## src/rtl/mem_axi_master_if.sv

```systemverilog
// Core request/response port and AXI-style bus channels of mem_axi_master.
// The master modport is the bridge's view; the slave modport is the environment's.
interface mem_axi_master_if;
    logic        io_req_valid;
    logic        io_req_ready;
    logic        io_req_wen;
    logic [63:0] io_req_addr;
    logic [63:0] io_req_wdata;
    logic [7:0]  io_req_wstrb;
    logic        io_resp_valid;
    logic [63:0] io_resp_rdata;
    logic        io_resp_err;
    logic [63:0] io_awaddr;
    logic        io_awvalid;
    logic        io_awready;
    logic [63:0] io_wdata;
    logic [7:0]  io_wstrb;
    logic        io_wvalid;
    logic        io_wready;
    logic        io_bvalid;
    logic [63:0] io_araddr;
    logic        io_arvalid;
    logic        io_arready;
    logic [63:0] io_rdata;
    logic        io_rvalid;

    modport master (
        input  io_req_valid, io_req_wen, io_req_addr, io_req_wdata, io_req_wstrb,
        output io_req_ready, io_resp_valid, io_resp_rdata, io_resp_err,
        output io_awaddr, io_awvalid, input io_awready,
        output io_wdata, io_wstrb, io_wvalid, input io_wready,
        input  io_bvalid,
        output io_araddr, io_arvalid, input io_arready,
        input  io_rdata, io_rvalid
    );

    modport slave (
        output io_req_valid, io_req_wen, io_req_addr, io_req_wdata, io_req_wstrb,
        input  io_req_ready, io_resp_valid, io_resp_rdata, io_resp_err,
        input  io_awaddr, io_awvalid, output io_awready,
        input  io_wdata, io_wstrb, io_wvalid, output io_wready,
        output io_bvalid,
        input  io_araddr, io_arvalid, output io_arready,
        output io_rdata, io_rvalid
    );
endinterface

```

## src/rtl/mem_axi_master.sv

```systemverilog
// Single-outstanding bridge from a core request port to AR/R/AW/W/B channels.
// Define AXI_MASTER_TIMEOUT_EN to abort transactions outstanding for TIMEOUT_CYCLES.
module mem_axi_master #(
    parameter int TIMEOUT_CYCLES = 1024
) (
    input  logic              clock,
    input  logic              reset,
    mem_axi_master_if.master  bus
);
    typedef enum logic [2:0] {S_IDLE, S_AR, S_R, S_AW_W, S_B} state_t;

    state_t      r_state;
    logic [63:0] r_addr;
    logic [63:0] r_wdata;
    logic [7:0]  r_wstrb;
    logic        r_arvalid;
    logic        r_awvalid;
    logic        r_wvalid;
    logic        r_resp_valid;
    logic [63:0] r_resp_rdata;

    logic w_accept;
    logic w_ar_hs;
    logic w_aw_hs;
    logic w_w_hs;
    logic w_rd_done;
    logic w_wr_done;

    if (TIMEOUT_CYCLES < 2) begin : g_cfg_check
        $error("mem_axi_master: TIMEOUT_CYCLES must be at least 2");
    end

    assign w_accept  = bus.io_req_valid && (r_state == S_IDLE);
    assign w_ar_hs   = r_arvalid && bus.io_arready;
    assign w_aw_hs   = r_awvalid && bus.io_awready;
    assign w_w_hs    = r_wvalid && bus.io_wready;
    assign w_rd_done = (r_state == S_R) && bus.io_rvalid;
    assign w_wr_done = (r_state == S_B) && bus.io_bvalid;

`ifdef AXI_MASTER_TIMEOUT_EN
    localparam int CNT_W = $clog2(TIMEOUT_CYCLES) + 1;

    logic [CNT_W-1:0] r_tmo_cnt;
    logic [CNT_W-1:0] w_tmo_next;
    logic             w_timeout;
    logic             r_resp_err;

    // Abort fires on the edge where the count would reach TIMEOUT_CYCLES-1.
    assign w_tmo_next = r_tmo_cnt + CNT_W'(1);
    assign w_timeout  = (r_state != S_IDLE) && (w_tmo_next == CNT_W'(TIMEOUT_CYCLES - 1));

    always_ff @(posedge clock) begin
        if (reset) begin
            r_tmo_cnt <= '0;
        end else if (w_accept) begin
            r_tmo_cnt <= '0;
        end else if (r_state != S_IDLE) begin
            r_tmo_cnt <= w_tmo_next;
        end
    end

    assign bus.io_resp_err = r_resp_err;
`else
    assign bus.io_resp_err = 1'b0;
`endif

    always_ff @(posedge clock) begin
        if (reset) begin
            r_state      <= S_IDLE;
            r_addr       <= '0;
            r_wdata      <= '0;
            r_wstrb      <= '0;
            r_arvalid    <= 1'b0;
            r_awvalid    <= 1'b0;
            r_wvalid     <= 1'b0;
            r_resp_valid <= 1'b0;
            r_resp_rdata <= '0;
`ifdef AXI_MASTER_TIMEOUT_EN
            r_resp_err   <= 1'b0;
`endif
        end else begin
            r_resp_valid <= 1'b0;
`ifdef AXI_MASTER_TIMEOUT_EN
            r_resp_err   <= 1'b0;
`endif
            case (r_state)
                S_IDLE: begin
                    if (w_accept) begin
                        r_addr  <= bus.io_req_addr;
                        r_wdata <= bus.io_req_wdata;
                        r_wstrb <= bus.io_req_wstrb;
                        if (bus.io_req_wen) begin
                            r_state   <= S_AW_W;
                            r_awvalid <= 1'b1;
                            r_wvalid  <= 1'b1;
                        end else begin
                            r_state   <= S_AR;
                            r_arvalid <= 1'b1;
                        end
                    end
                end
                S_AR: begin
                    if (w_ar_hs) begin
                        r_arvalid <= 1'b0;
                        r_state   <= S_R;
                    end
                end
                S_R: begin
                    if (bus.io_rvalid) begin
                        r_resp_rdata <= bus.io_rdata;
                        r_resp_valid <= 1'b1;
                        r_state      <= S_IDLE;
                    end
                end
                S_AW_W: begin
                    // A dropped valid means that channel's handshake already happened.
                    if (w_aw_hs) r_awvalid <= 1'b0;
                    if (w_w_hs)  r_wvalid  <= 1'b0;
                    if ((!r_awvalid || w_aw_hs) && (!r_wvalid || w_w_hs)) begin
                        r_state <= S_B;
                    end
                end
                S_B: begin
                    if (bus.io_bvalid) begin
                        r_resp_valid <= 1'b1;
                        r_state      <= S_IDLE;
                    end
                end
                default: r_state <= S_IDLE;
            endcase
`ifdef AXI_MASTER_TIMEOUT_EN
            // A completion landing on the timeout edge takes priority over the abort.
            if (w_timeout && !w_rd_done && !w_wr_done) begin
                r_state      <= S_IDLE;
                r_arvalid    <= 1'b0;
                r_awvalid    <= 1'b0;
                r_wvalid     <= 1'b0;
                r_resp_valid <= 1'b1;
                r_resp_err   <= 1'b1;
                r_resp_rdata <= '0;
            end
`endif
        end
    end

    assign bus.io_req_ready  = (r_state == S_IDLE);
    assign bus.io_resp_valid = r_resp_valid;
    assign bus.io_resp_rdata = r_resp_rdata;
    assign bus.io_araddr     = r_addr;
    assign bus.io_arvalid    = r_arvalid;
    assign bus.io_awaddr     = r_addr;
    assign bus.io_awvalid    = r_awvalid;
    assign bus.io_wdata      = r_wdata;
    assign bus.io_wstrb      = r_wstrb;
    assign bus.io_wvalid     = r_wvalid;

endmodule

```

## src/flat_wrapper.sv

```systemverilog
// flat-port wrapper written by rule: the top's interface ports become plain ports
module mem_axi_master_flat 
#(
    parameter int TIMEOUT_CYCLES = 1024
)
  (clock, reset, bus_io_req_valid, bus_io_req_wen, bus_io_req_addr, bus_io_req_wdata, bus_io_req_wstrb, bus_io_req_ready, bus_io_resp_valid, bus_io_resp_rdata, bus_io_resp_err, bus_io_awaddr, bus_io_awvalid, bus_io_awready, bus_io_wdata, bus_io_wstrb, bus_io_wvalid, bus_io_wready, bus_io_bvalid, bus_io_araddr, bus_io_arvalid, bus_io_arready, bus_io_rdata, bus_io_rvalid);
  mem_axi_master_if bus_i ();
  input  logic clock;
  input  logic reset;
  input wire logic [$bits(bus_i.io_req_valid)-1:0] bus_io_req_valid;
  input wire logic [$bits(bus_i.io_req_wen)-1:0] bus_io_req_wen;
  input wire logic [$bits(bus_i.io_req_addr)-1:0] bus_io_req_addr;
  input wire logic [$bits(bus_i.io_req_wdata)-1:0] bus_io_req_wdata;
  input wire logic [$bits(bus_i.io_req_wstrb)-1:0] bus_io_req_wstrb;
  output wire logic [$bits(bus_i.io_req_ready)-1:0] bus_io_req_ready;
  output wire logic [$bits(bus_i.io_resp_valid)-1:0] bus_io_resp_valid;
  output wire logic [$bits(bus_i.io_resp_rdata)-1:0] bus_io_resp_rdata;
  output wire logic [$bits(bus_i.io_resp_err)-1:0] bus_io_resp_err;
  output wire logic [$bits(bus_i.io_awaddr)-1:0] bus_io_awaddr;
  output wire logic [$bits(bus_i.io_awvalid)-1:0] bus_io_awvalid;
  input wire logic [$bits(bus_i.io_awready)-1:0] bus_io_awready;
  output wire logic [$bits(bus_i.io_wdata)-1:0] bus_io_wdata;
  output wire logic [$bits(bus_i.io_wstrb)-1:0] bus_io_wstrb;
  output wire logic [$bits(bus_i.io_wvalid)-1:0] bus_io_wvalid;
  input wire logic [$bits(bus_i.io_wready)-1:0] bus_io_wready;
  input wire logic [$bits(bus_i.io_bvalid)-1:0] bus_io_bvalid;
  output wire logic [$bits(bus_i.io_araddr)-1:0] bus_io_araddr;
  output wire logic [$bits(bus_i.io_arvalid)-1:0] bus_io_arvalid;
  input wire logic [$bits(bus_i.io_arready)-1:0] bus_io_arready;
  input wire logic [$bits(bus_i.io_rdata)-1:0] bus_io_rdata;
  input wire logic [$bits(bus_i.io_rvalid)-1:0] bus_io_rvalid;
  assign bus_i.io_req_valid = bus_io_req_valid;
  assign bus_i.io_req_wen = bus_io_req_wen;
  assign bus_i.io_req_addr = bus_io_req_addr;
  assign bus_i.io_req_wdata = bus_io_req_wdata;
  assign bus_i.io_req_wstrb = bus_io_req_wstrb;
  assign bus_io_req_ready = bus_i.io_req_ready;
  assign bus_io_resp_valid = bus_i.io_resp_valid;
  assign bus_io_resp_rdata = bus_i.io_resp_rdata;
  assign bus_io_resp_err = bus_i.io_resp_err;
  assign bus_io_awaddr = bus_i.io_awaddr;
  assign bus_io_awvalid = bus_i.io_awvalid;
  assign bus_i.io_awready = bus_io_awready;
  assign bus_io_wdata = bus_i.io_wdata;
  assign bus_io_wstrb = bus_i.io_wstrb;
  assign bus_io_wvalid = bus_i.io_wvalid;
  assign bus_i.io_wready = bus_io_wready;
  assign bus_i.io_bvalid = bus_io_bvalid;
  assign bus_io_araddr = bus_i.io_araddr;
  assign bus_io_arvalid = bus_i.io_arvalid;
  assign bus_i.io_arready = bus_io_arready;
  assign bus_i.io_rdata = bus_io_rdata;
  assign bus_i.io_rvalid = bus_io_rvalid;
  mem_axi_master #(.TIMEOUT_CYCLES(TIMEOUT_CYCLES)) u_core (.clock(clock), .reset(reset), .bus(bus_i));
endmodule
```

## config.mk

```make
export PLATFORM = sky130hd
export DESIGN_NAME = mem_axi_master_flat
export DESIGN_NICKNAME = d
export VERILOG_FILES = /design/src/rtl/mem_axi_master_if.sv /design/src/rtl/mem_axi_master.sv /design/src/flat_wrapper.sv
export SDC_FILE = /design/constraint.sdc
export NUM_CORES = 1
export LEC_CHECK = 0
export CAP_MARGIN = 20
export CORE_AREA = 2 2 186 188
export CTS_BUF_LIST = sky130_fd_sc_hd__clkbuf_8
export DETAILED_ROUTE_END_ITERATION = 10
export DIE_AREA = 0 0 188 190
export GPL_TIMING_DRIVEN = 0
export PLACE_DENSITY = 0.55
export SYNTH_ARGS = -nofsm -noshare
export SYNTH_HDL_FRONTEND = slang
export SYNTH_SLANG_ARGS = --single-unit
export TNS_END_PERCENT = 5
```

## constraint.sdc

```tcl
create_clock -name clock -period 3.8 [get_ports clock]
set_clock_uncertainty 0.15 [all_clocks]
set_input_delay 0.38 -clock clock [delete_from_list [all_inputs] [get_ports clock]]
set_output_delay 0.38 -clock clock [all_outputs]
set_load 0.01 [all_outputs]
```

# ---- Word-level counts from Yosys, hierarchy flattened
# Index checks and enable logic that the tools add are counted.
dict set report op_classes {
  eq_ne 13
  mux 20
  n_reduce_logical 18
}
# op count
set ops {}
lappend ops {{two-way mux 3 bit} 5}
lappend ops {{case mux 3 bit (5 select lines)} 1}
lappend ops {{AND reduction 4 bit} 3}
lappend ops {{inequality test 2 x 1 -> 1 bit (second input constant)} 5}
lappend ops {{two-way mux 1 bit} 9}
lappend ops {{inequality test 2 bit (second input constant)} 4}
lappend ops {{case mux 1 bit (2 select lines)} 4}
lappend ops {{== test 3 x 2 -> 1 bit (second input constant)} 2}
lappend ops {{logical AND 1 bit} 5}
lappend ops {{AND reduction 5 bit} 1}
lappend ops {{AND reduction 2 bit} 2}
lappend ops {{nonzero test 2 bit} 2}
lappend ops {{== test 3 x 1 -> 1 bit (second input constant)} 1}
lappend ops {{== test 3 bit (second input constant)} 1}
lappend ops {{zero test 3 bit} 1}
lappend ops {{zero test 1 bit} 2}
lappend ops {{logical OR 1 bit} 2}
lappend ops {{two-way mux 2 bit} 1}
dict set report totals {
  ff_bits 207
  in_bits 209
  output_inout_bits 270
  word_cells 60
}

# ---- Longest topological paths before layout
dict set report logic_depth {
  word_depth 5
  ltp_mapped 6
  ltp_nobuf 3
}

# ---- Least setup slack after synthesis
# Ideal clock, no wire load.
dict set report synth_timing {
  path_type {flip-flop to flip-flop}
  startpoint {reg u_core.r_state[0]}
  endpoint {reg u_core.r_arvalid (netlist: u_core.bus.io_arvalid)}
  setup_time_ns 0.070
  arrival_time_ns 1.385
  t_required_ns 3.580
  slack_ns 2.195
  path_stages_with_launch 5
  n_path_buf 1
  synth_period_minus_slack_ns 1.605
  path_cell_list {dfxtp_1 or4b_1 buf_2 or3_1 a21oi_1}
}
dict set report synth_via {
  elab_chain_len 4
  elab_cells_between_ends 9
  classes_between {eq/ne: 4; mux: 1; reduce/logical: 4}
}
# element line
set synth_lines {}
lappend synth_lines {{start, declared} mem_axi_master.sv:12} ;# state_t r_state;
lappend synth_lines {{start signal, assigned} mem_axi_master.sv:69} ;# r_state <= S_IDLE;
lappend synth_lines {{start signal, assigned} mem_axi_master.sv:93} ;# r_state <= S_AW_W;
lappend synth_lines {{start signal, assigned} mem_axi_master.sv:97} ;# r_state <= S_AR;
lappend synth_lines {{zero test 3 bit} {mem_axi_master.sv:33, mem_axi_master.sv:86}}
lappend synth_lines {{logical AND 1 bit} mem_axi_master.sv:33} ;# assign w_accept = bus.io_req_valid && (r_state == S_IDLE);
lappend synth_lines {{inequality test 2 x 1 -> 1 bit (no source line)} n/a}
lappend synth_lines {{AND reduction 4 bit (no source line)} n/a}
lappend synth_lines {{end signal, assigned} mem_axi_master.sv:73} ;# r_arvalid <= 1'b0;
lappend synth_lines {{end signal, assigned} mem_axi_master.sv:98} ;# r_arvalid <= 1'b1;
lappend synth_lines {{end signal, assigned} mem_axi_master.sv:104} ;# r_arvalid <= 1'b0;
lappend synth_lines {{end, declared} mem_axi_master.sv:16} ;# logic r_arvalid;
# Parallel ways exist; a longest one is shown, timed or not.
# A chain may end at the register's enable or synchronous reset.

# ---- Worst setup path after layout
dict set report layout_timing {
  startpoint {reg u_core.r_state[0]}
  endpoint {out bus_io_req_ready}
}
dict set report layout_via {
  elab_chain_len 1
}
# element line
set layout_lines {}
lappend layout_lines {{zero test 3 bit} mem_axi_master.sv:146} ;# assign bus.io_req_ready = (r_state == S_IDLE);
lappend layout_lines {{end, declared} flat_wrapper.sv:15} ;# output wire logic [$bits(bus_i.io_req_ready)-1:0] bus_io_req_ready;
# No other way between the ends.

==> run summary <==
Status -> finished, final reports clean
Routed Wire Length -> 31.3 mm
Pin count of the biggest net entering global routing -> 11
Cts hold-fix bufs -> 0
Min Tclk post-route -> 2.51 ns
DRC viols -> 0
Resized Gates After CTS -> 0
Mapped Cells -> 976
Top delay family on crit path -> buffers and inverters
Crit-path max FO -> 10
Worst skew pair latency -> 0.52 ns
Tot GR Track Use -> 0.168
Syn_area_per_cell -> 7.87 sq um
Via Count -> 8198
Max-slew violations -> 0
FF+latch count, synth -> 207
Buf/Inv on CP -> 2
Worst Tran Pin Value -> 0.911 ns
CP Cell Sequence -> clkbuf_1, nor3_1, clkdlybuf4s50_1
Post-CTS setup repair buffer count -> 0
FP Rows -> 68
Ys async rst share -> 0
Core area -> 33900 sq um
CTS buffer count -> 40
Bufs on Longest Clock Path -> 3
Fin. Hold Viols -> 0
Initial antenna violation count -> 1
Post-synth EDFFs -> 0
RSZ-0062 raised after global routing -> false
Crit path launch type -> flip-flop
Main area contributors after synthesis -> dfxtp_1 54%, nand2_1 20%, a21oi_1 13%
Period utilization -> 0.660
Vias in the first global route -> 8112
Share of cells above drive strength 1 -> 0.102
Critical-path top delay cell -> clkdlybuf4s50_1
Mapped cell area -> 7680 sq um
Clk slew on worst S/H paths -> 0.06 ns
Leading area contributor after synthesis -> dfxtp_1
Setup Viol. Count Final -> 0
Die ar. -> 35700 sq um
Nets@finish -> 1703
Via density -> 4.15
CTS Sinks -> 207
Placed insts -> 1907
Port buffer count -> 476
H-tree levels -> 2
Max-cap violations -> 0
WL/cell -> 15.8 um
Total gr overflow -> 0
Relative slew slack -> 0.393
Unique masters post-synth -> 29
Crit end category -> primary output
Top-level I/O count -> 479
Fin cells -> 1976
Worst path max stage delay -> 0.53 ns
Count leader, synth -> nand2_1
Max Fclk -> 0.399 GHz
Worst hold slack -> 0.251 ns
CTS tree -> done
First drt pass iteration count -> 4
Hpwl dp -> 24.0 mm
Worst Reg-to-Reg Cells -> 5
Setup tns final -> 0 ns
Synth warn -> 0
Worst endpoint data arrival time -> 1.98 ns
LEAKAGE -> 0.00513 uW
Worst setup path class -> reg2out
Synth top area share -> 0.540
Die height -> 190 um
WP data required -> 3.27 ns
Initial DRC count -> 231
Top cells by count, synth -> 401 x nand2_1, 207 x dfxtp_1, 205 x a21oi_1
Post-route ant nets -> 0
Power Density -> 421 nW/um^2
Gpl congestion -> 0.791
Sequential share of the synthesized area -> 0.540
Die width -> 188 um
Layout area overhead -> 79.8%
Starting density of the core -> 0.226
CP Depth -> 3
Syn nets -> 1185
Peak supply drop -> 0.226 mV
Root Driver -> clkbuf_8
Hold Crit Depth -> 3
Primary FF master, synth -> dfxtp_1
First-pass GRT wire length -> 47.0 mm
Hold/Removal Path Class -> in2reg
-- state kept, by name, summed over array words and instances, names as in the netlist --
signal,count
u_core.bus.io_araddr,64
u_core.bus.io_arvalid,1
u_core.bus.io_awvalid,1
u_core.bus.io_resp_rdata,64
u_core.bus.io_resp_valid,1
u_core.bus.io_wdata,64
u_core.bus.io_wstrb,8
u_core.bus.io_wvalid,1
u_core.r_state,3
-- placed cells by master (no fill, tap or decap), drive strengths merged --
cell type      count
clkdlybuf4s50    476
nand2            401
dfxtp            207
a21oi            205
buf               97
clkbuf            85
inv               12
clkinv             8
a311oi             3
nor4b              3
nor3               2
nor2b              2
o21ai              2
bufinv             2
diode              1
nor4bb             1
nand4bb            1
and2b              1
o211ai             1
nor2               1
nand2b             1
o311ai             1
a21boi             1
a2111oi            1
or4b               1
or3                1
o31ai              1
and3b              1
o21ba              1
conb               1
-- through the flow --
step           area (sq um)  utilization  total power, uW  worst slack [ns]
2_1_floorplan          7680            -             2920              2.19
3_3_place_gp          13000        0.383             3660              1.07
3_5_place_dp          13000        0.383             3680              1.05
4_1_cts               13800        0.406             5920              1.26
5_1_grt               13800        0.406             6120              1.16
6_report              13800        0.407             5820              1.29
-- where the power goes --
part	leakage, uW	switching [uW]	total, uW	internal [uW]
registers	0.00169	95.7	2410	2310
logic	0.00298	531	1210	675
clock network	0.000456	948	2200	1250
-- metal layers --
metal / track usage / vias to the layer above / routed length, um
met1: 0.197 / 3707 / 12900
met2: 0.296 / 322 / 15300
met4: 0.0457 / 0 / 604
met5: 0 / - / 0
met3: 0.0542 / 42 / 2480
li1: - / 4127 / -
-- logic make-up after synthesis --
logic type / synth area share
buf+inv: 0.103
compound gates: 0.145
other cells: 0.000488
flops: 0.540
simple gates: 0.212
-- worst min-delay path, stage by stage --
cell and delay [ns]:
clkdlybuf4s50_1 0.40, nand2_1 0.06, a21oi_1 0.05
-- path summary, 6_finish.rpt --
path	start	end	slack [ns]
worst max-delay path	u_core.r_state[0]	bus_io_req_ready	1.29
worst max register to register	u_core.r_state[0]	u_core.bus.io_araddr[7]	1.56
worst min register to register	u_core.bus.io_resp_rdata[5]	u_core.bus.io_resp_rdata[5]	0.30
worst min-delay path	bus_io_req_wstrb[4]	u_core.bus.io_wstrb[4]	0.25
-- area by class of cell --
| cell class | instances | area (sq um) |
|---|---|---|
| Tap cell | 455 | 569 |
| Buffer | 135 | 790 |
| Sequential cell | 207 | 4140 |
| Fill cell | 3464 | 20100 |
| Antenna cell | 1 | 2.50 |
| Clock inverter | 21 | 141 |
| Inverter | 1 | 3.75 |
| Clock buffer | 47 | 647 |
| Multi-Input combinational cell | 633 | 2740 |
| Timing Repair Buffer | 476 | 4760 |
Note: power is estimated with default switching activity, not from simulation.
